### src/rtl/bcd_pkg.sv
// rtl/bcd_pkg.sv - shared constants, state type and digit helper for the serial BCD adder
package bcd_pkg;

   localparam int          DIGIT_W    = 4;
   localparam logic [3:0]  BCD_MAX    = 4'd9;
   // Widest operand the digit helper can index into
   localparam int          MAX_DIGITS = 32;
   localparam int          VEC_MAX_W  = DIGIT_W * MAX_DIGITS;

   typedef enum logic [1:0] {
      IDLE = 2'd0,
      RUN  = 2'd1,
      DONE = 2'd2
   } state_t;

   // Return digit idx of a packed-BCD vector (digit 0 in the low nibble)
   function automatic logic [DIGIT_W-1:0] get_digit(input logic [VEC_MAX_W-1:0] vec,
                                                    input int unsigned          idx);
      return vec[idx*DIGIT_W +: DIGIT_W];
   endfunction

endpackage

### src/rtl/bcd_digit_check.sv
// rtl/bcd_digit_check.sv - flags a packed-BCD vector holding any digit above 9
module bcd_digit_check
   import bcd_pkg::*;
#(
   parameter int DIGITS = 4
) (
   input  logic [DIGIT_W*DIGITS-1:0] vec,
   output logic                      bad
);

   // Any nibble above 9 makes the operand invalid
   always_comb begin
      bad = 1'b0;
      for (int i = 0; i < DIGITS; i++) begin
         if (vec[i*DIGIT_W +: DIGIT_W] > BCD_MAX) begin
            bad = 1'b1;
         end
      end
   end

endmodule

### src/rtl/bcd_serial_sum_ctrl.sv
// rtl/bcd_serial_sum_ctrl.sv - digit-serial packed-BCD adder sequencer around an external digit adder
module bcd_serial_sum_ctrl
   import bcd_pkg::*;
#(
   parameter int DIGITS = 4
) (
   input  logic                      clk_in,
   input  logic                      rst_n_in,
   input  logic                      start_in,
   input  logic [DIGIT_W*DIGITS-1:0] a_in,
   input  logic [DIGIT_W*DIGITS-1:0] b_in,
   input  logic                      cin_in,
   output logic                      busy_out,
   output logic                      done_out,
   output logic                      err_out,
   output logic [DIGIT_W*DIGITS-1:0] sum_out,
   output logic                      cout_out,
   output logic [DIGIT_W-1:0]        dx_out,
   output logic [DIGIT_W-1:0]        dy_out,
   output logic                      dc_out,
   input  logic [DIGIT_W-1:0]        dz_in,
   input  logic                      dco_in
);

   localparam int              VW       = DIGIT_W * DIGITS;
   localparam int              IDX_W    = (DIGITS > 1) ? $clog2(DIGITS) : 1;
   localparam logic [IDX_W-1:0] LAST_IDX = IDX_W'(DIGITS - 1);

   state_t             state;
   logic [IDX_W-1:0]   idx;
   logic [IDX_W-1:0]   nxt_idx;
   logic [VW-1:0]      a_q;
   logic [VW-1:0]      b_q;
   logic [VW-1:0]      sum_q;
   logic [DIGIT_W-1:0] dx_q;
   logic [DIGIT_W-1:0] dy_q;
   logic               dc_q;
   logic               cout_q;
   logic               err_q;
   logic               done_q;
   logic               busy_q;
   logic               a_bad;
   logic               b_bad;

   bcd_digit_check #(.DIGITS(DIGITS)) u_check_a (.vec(a_in), .bad(a_bad));
   bcd_digit_check #(.DIGITS(DIGITS)) u_check_b (.vec(b_in), .bad(b_bad));

   // Wraps only on the last digit, where it is never used
   assign nxt_idx = idx + 1'b1;

   // Sequencer: dx/dy/dc are preloaded one cycle ahead so the digit ports are registered,
   // and dc_q doubles as the inter-digit carry register
   always_ff @(posedge clk_in or negedge rst_n_in) begin
      if (!rst_n_in) begin
         state  <= IDLE;
         idx    <= '0;
         a_q    <= '0;
         b_q    <= '0;
         sum_q  <= '0;
         dx_q   <= '0;
         dy_q   <= '0;
         dc_q   <= 1'b0;
         cout_q <= 1'b0;
         err_q  <= 1'b0;
         done_q <= 1'b0;
         busy_q <= 1'b0;
      end else begin
         case (state)
            IDLE: begin
               done_q <= 1'b0;
               if (start_in) begin
                  a_q    <= a_in;
                  b_q    <= b_in;
                  idx    <= '0;
                  sum_q  <= '0;
                  cout_q <= 1'b0;
                  busy_q <= 1'b1;
                  if (a_bad || b_bad) begin
                     err_q  <= 1'b1;
                     done_q <= 1'b1;
                     state  <= DONE;
                  end else begin
                     err_q  <= 1'b0;
                     dx_q   <= a_in[DIGIT_W-1:0];
                     dy_q   <= b_in[DIGIT_W-1:0];
                     dc_q   <= cin_in;
                     state  <= RUN;
                  end
               end
            end
            RUN: begin
               sum_q[idx*DIGIT_W +: DIGIT_W] <= dz_in;
               if (idx == LAST_IDX) begin
                  cout_q <= dco_in;
                  dx_q   <= '0;
                  dy_q   <= '0;
                  dc_q   <= 1'b0;
                  done_q <= 1'b1;
                  state  <= DONE;
               end else begin
                  idx  <= nxt_idx;
                  dx_q <= get_digit(VEC_MAX_W'(a_q), 32'(nxt_idx));
                  dy_q <= get_digit(VEC_MAX_W'(b_q), 32'(nxt_idx));
                  dc_q <= dco_in;
               end
            end
            DONE: begin
               done_q <= 1'b0;
               busy_q <= 1'b0;
               state  <= IDLE;
            end
            default: begin
               done_q <= 1'b0;
               busy_q <= 1'b0;
               state  <= IDLE;
            end
         endcase
      end
   end

   assign busy_out = busy_q;
   assign done_out = done_q;
   assign err_out  = err_q;
   assign sum_out  = sum_q;
   assign cout_out = cout_q;
   assign dx_out   = dx_q;
   assign dy_out   = dy_q;
   assign dc_out   = dc_q;

endmodule

### config.mk
export PLATFORM = sky130hd
export DESIGN_NAME = bcd_serial_sum_ctrl
export DESIGN_NICKNAME = d
export VERILOG_FILES = /design/src/rtl/bcd_pkg.sv /design/src/rtl/bcd_digit_check.sv /design/src/rtl/bcd_serial_sum_ctrl.sv
export SDC_FILE = /design/constraint.sdc
export NUM_CORES = 1
export LEC_CHECK = 0
export CAP_MARGIN = 20
export CORE_MARGIN = 2
export CORE_UTILIZATION = 35
export CTS_BUF_LIST = sky130_fd_sc_hd__clkbuf_4
export CTS_CLUSTER_SIZE = 40
export DETAILED_ROUTE_END_ITERATION = 10
export PLACE_DENSITY = 0.71
export SETUP_SLACK_MARGIN = 0.3
export SLEW_MARGIN = 20
export SYNTH_ARGS = -nofsm -noshare
export SYNTH_HDL_FRONTEND = slang
export SYNTH_SLANG_ARGS = --single-unit
### constraint.sdc
create_clock -name clk_in -period 3.65 [get_ports clk_in]
set_clock_uncertainty 0.2 [all_clocks]
set_input_delay 0.365 -clock clk_in [delete_from_list [all_inputs] [get_ports clk_in]]
set_output_delay 0.365 -clock clk_in [all_outputs]
set_load 0.02 [all_outputs]
==> impl_metrics.py <==
metrics = {
    "status": {
        "outcome": "completed",
    },
    "timing": {
        "rsz0062_at_grt": "no",
        "relSlewSlack_pct": 46.01,
        "drv_slew": 0,
        "period_needed_ps": 2566,
        "setup_tns_ps": 0,
        "setup_viol": 0,
        "fin_ws_ps": 1084,
        "period_share_pct": 70.31,
        "tightest_slew_ps": 808.1,
        "hold_viol_final": 0,
        "max_freq_mhz": 389.6,
    },
    "global_route": {
        "grt_pass1_wl_um": 11490,
        "antenna_found_initial": 0,
        "overflow": 0,
        "first_global_vias": 2359,
        "grt_use_total_pct": 16.73,
        "grt_max_degree": 50,
    },
    "clocking": {
        "postCtsSetupRepairBufs": 0,
        "cts_hold_buf": 1,
        "numCtsBuffers": 9,
        "ctsLongestPathBuffers": 2,
        "worstSkewPairLatency_ps": 390,
        "cts_sinks": 65,
        "cts_htree_levels": 3,
        "cts.clk_slew.worst_paths_ps": 100,
        "cts_tree": "done",
        "root_buffer": "clkbuf_4",
        "ctsResizeCount": 0,
    },
    "floorplanning": {
        "io_pins": 70,
        "initial_core_util_pct": 35.69,
        "die_area_mm2": 0.009038,
        "rows": 33,
        "die_width_um": 95.07,
        "die_y_um": 95.07,
        "core_area_mm2": 0.008134,
    },
    "critical_path": {
        "reg2reg_depth": 5,
        "rr_startpoint": "idx[0]$_DFFE_PN0P_",
        "cp_top_family": "flip-flops",
        "cp_data_required_time_ps": 3710,
        "path_buf_inv": 1,
        "cp-start-kind": "register",
        "slowest_delay_ps": 780,
        "regToRegEndpoint": "dx_out[1]$_DFFE_PN0P_",
        "reg2reg_slack_ps": 1080,
        "slowest_stage": "dfrtp_1",
        "cp_max_fo": 15,
        "arrival_ps": 2620,
        "worstSetupPathType": "register to register",
        "crit_path_end_kind": "register",
        "cp_num_cells": 5,
        "path_cells": "inv_1, ha_1, mux4_2, a22oi_1, o211ai_1",
    },
    "placement": {
        "post-place-ws_ps": 1061,
        "numPortBuffers": 69,
        "gpl.final_weighted_congestion": 0.7470,
        "post-dp-hpwl_um": 5135,
        "place_inst": 442,
    },
    "route": {
        "vias_per_cell": 5.155,
        "num_vias": 2361,
        "wl_um": 7057,
        "post_drt_wl_per_cell_um": 15.41,
        "drc": 0,
        "antenna_left": 0,
        "dr.pass1.iters": 4,
        "drt_iter0_drc": 109,
    },
    "yosys": {
        "synthTopCellsByArea": "dfrtp_1 (56%), nand2_1 (13%), a22o_1 (5.1%)",
        "syn_avg_cell_area_um2": 10.48,
        "synth_edf_count": 0,
        "synth-seq-area-share_pct": 56.03,
        "syn_area_mm2": 0.002903,
        "synth_top_cell_by_area": "dfrtp_1",
        "ys_ff_latch": 65,
        "ys.flop_type": "dfrtp_1",
        "async_flop_share_pct": 100.0,
        "synth_cells": 277,
        "ys_types": 27,
        "yosysWarnings": 0,
        "syn_nets": 322,
        "yosysTopAreaCellShare_pct": 56.03,
    },
    "cells_and_area": {
        "diodes": 0,
        "instances_no_fill": 458,
        "final_nets": 394,
        "syn_to_final_growth_pct": 32.07,
        "drive_gt1_share_pct": 8.215,
    },
    "min_path": {
        "min_from": "b_q[10]$_DFFE_PN0P_",
        "min_path_type": "register to register",
        "hold_depth": 2,
        "holdPathEnd": "b_q[10]$_DFFE_PN0P_",
    },
    "power_and_ir_drop": {
        "power_density_mw_per_mm2": 411.7,
        "ir_drop_mv": 0.1474,
        "leakagePower_nw": 1.721,
        "power.total_w": 0.001578,
    },
    "job": {
        "maxCapViolations": 0,
    },
}
power breakdown:
part,internal [W],total [W],switching [W]
Combinational,0.000141,0.000285,0.000144
Sequential,0.000795,0.000847,0.0000516
Clock,0.000207,0.000447,0.000240
cell type report:
type                       count  area (um^2)
multi-input combinational    195         1206
tap                          105        131.4
timing repair buffer          75        735.7
inverter                       3        11.26
fill                         763         4300
clock inverter                 5        47.55
sequential                    65         1627
clock buffer                  10        75.07
worst max-delay path by stage:
stage                                   from                     to  slack (ps)
final                     idx[0]$_DFFE_PN0P_  dx_out[1]$_DFFE_PN0P_        1080
after global routing      idx[0]$_DFFE_PN0P_  dy_out[0]$_DFFE_PN0P_         820
after CTS                 idx[0]$_DFFE_PN0P_  dx_out[3]$_DFFE_PN0P_        1050
after detailed placement  idx[0]$_DFFE_PN0P_  dx_out[1]$_DFFE_PN0P_        1060
after global placement    idx[0]$_DFFE_PN0P_  dx_out[3]$_DFFE_PN0P_        1090
after floorplan           idx[0]$_DFFE_PN0P_  dx_out[0]$_DFFE_PN0P_        1590
cell usage after synthesis, types with 2 or more instances:
library cell	count
a22o_1	17
nor2_1	7
o21ai_0	12
dfrtp_1	65
o211ai_1	18
mux4_1	3
buf_2	6
clkbuf_1	7
nand4_1	2
and4_1	2
nand2_1	101
a22oi_1	9
inv_1	3
mux4_2	5
a21oi_1	5
ha_1	4
registers in the layout, indices dropped and copies added (netlist names):
signal / count
a_q: 16
b_q: 16
busy_out: 1
cout_out: 1
dc_out: 1
done_out: 1
dx_out: 4
dy_out: 4
err_out: 1
idx: 2
state: 2
sum_out: 16
layout by cell type, fill, tap and decap left out, drive strengths merged, types with 3 or more instances in the layout:
master,Yosys,layout
a21oi,5,5
mux4,8,8
inv,3,3
a22o,17,17
dfrtp,65,65
a22oi,9,9
o21ai,12,12
ha,4,4
o211ai,18,18
nand2,101,101
nor2,7,7
clkdlybuf4s50,0,68
clkbuf,7,10
clkinv,0,4
buf,7,6
cells by family (layout without fill, tap and decap cells):
family / Yosys count / count (layout) / share of synthesized area (%)
AO/OA/AOI/OAI: 63 / 63 / 15.52
adder cells (fa/ha/maj): 4 / 4 / 1.724
buffers and inverters: 17 / 93 / 2.716
flip-flops: 65 / 65 / 56.03
multiplexers: 9 / 9 / 6.983
AND/OR/NAND/NOR: 119 / 119 / 17.03
worst register-to-register path: stages (launching register included):
cell	delay [ps]
dfrtp_1	780
inv_1	170
ha_1	620
mux4_2	370
a22oi_1	170
o211ai_1	120
metal layers:
| metal | global-route usage, % | wire length [um] | part of all wire [%] | vias up |
|---|---|---|---|---|
| met5 | 0 | 0 | 0 | - |
| met4 | 6.159 | 86 | 1.2 | 0 |
| met3 | 3.241 | 363 | 5.1 | 8 |
| met2 | 26.94 | 3456 | 49 | 71 |
| met1 | 22.55 | 3151 | 45 | 1155 |
| li1 | - | - | - | 1127 |
per-stage QoR:
step	util (%)	cell area (um^2)	hold WS [ps]
floorplan	-	2903	-130.6
global placement	45.44	3696	249.0
detailed placement	45.44	3696	261.9
CTS	47.07	3829	274.3
global route	47.13	3834	294.6
finish	47.13	3834	279.7
Power figures use the tool's default switching activity.
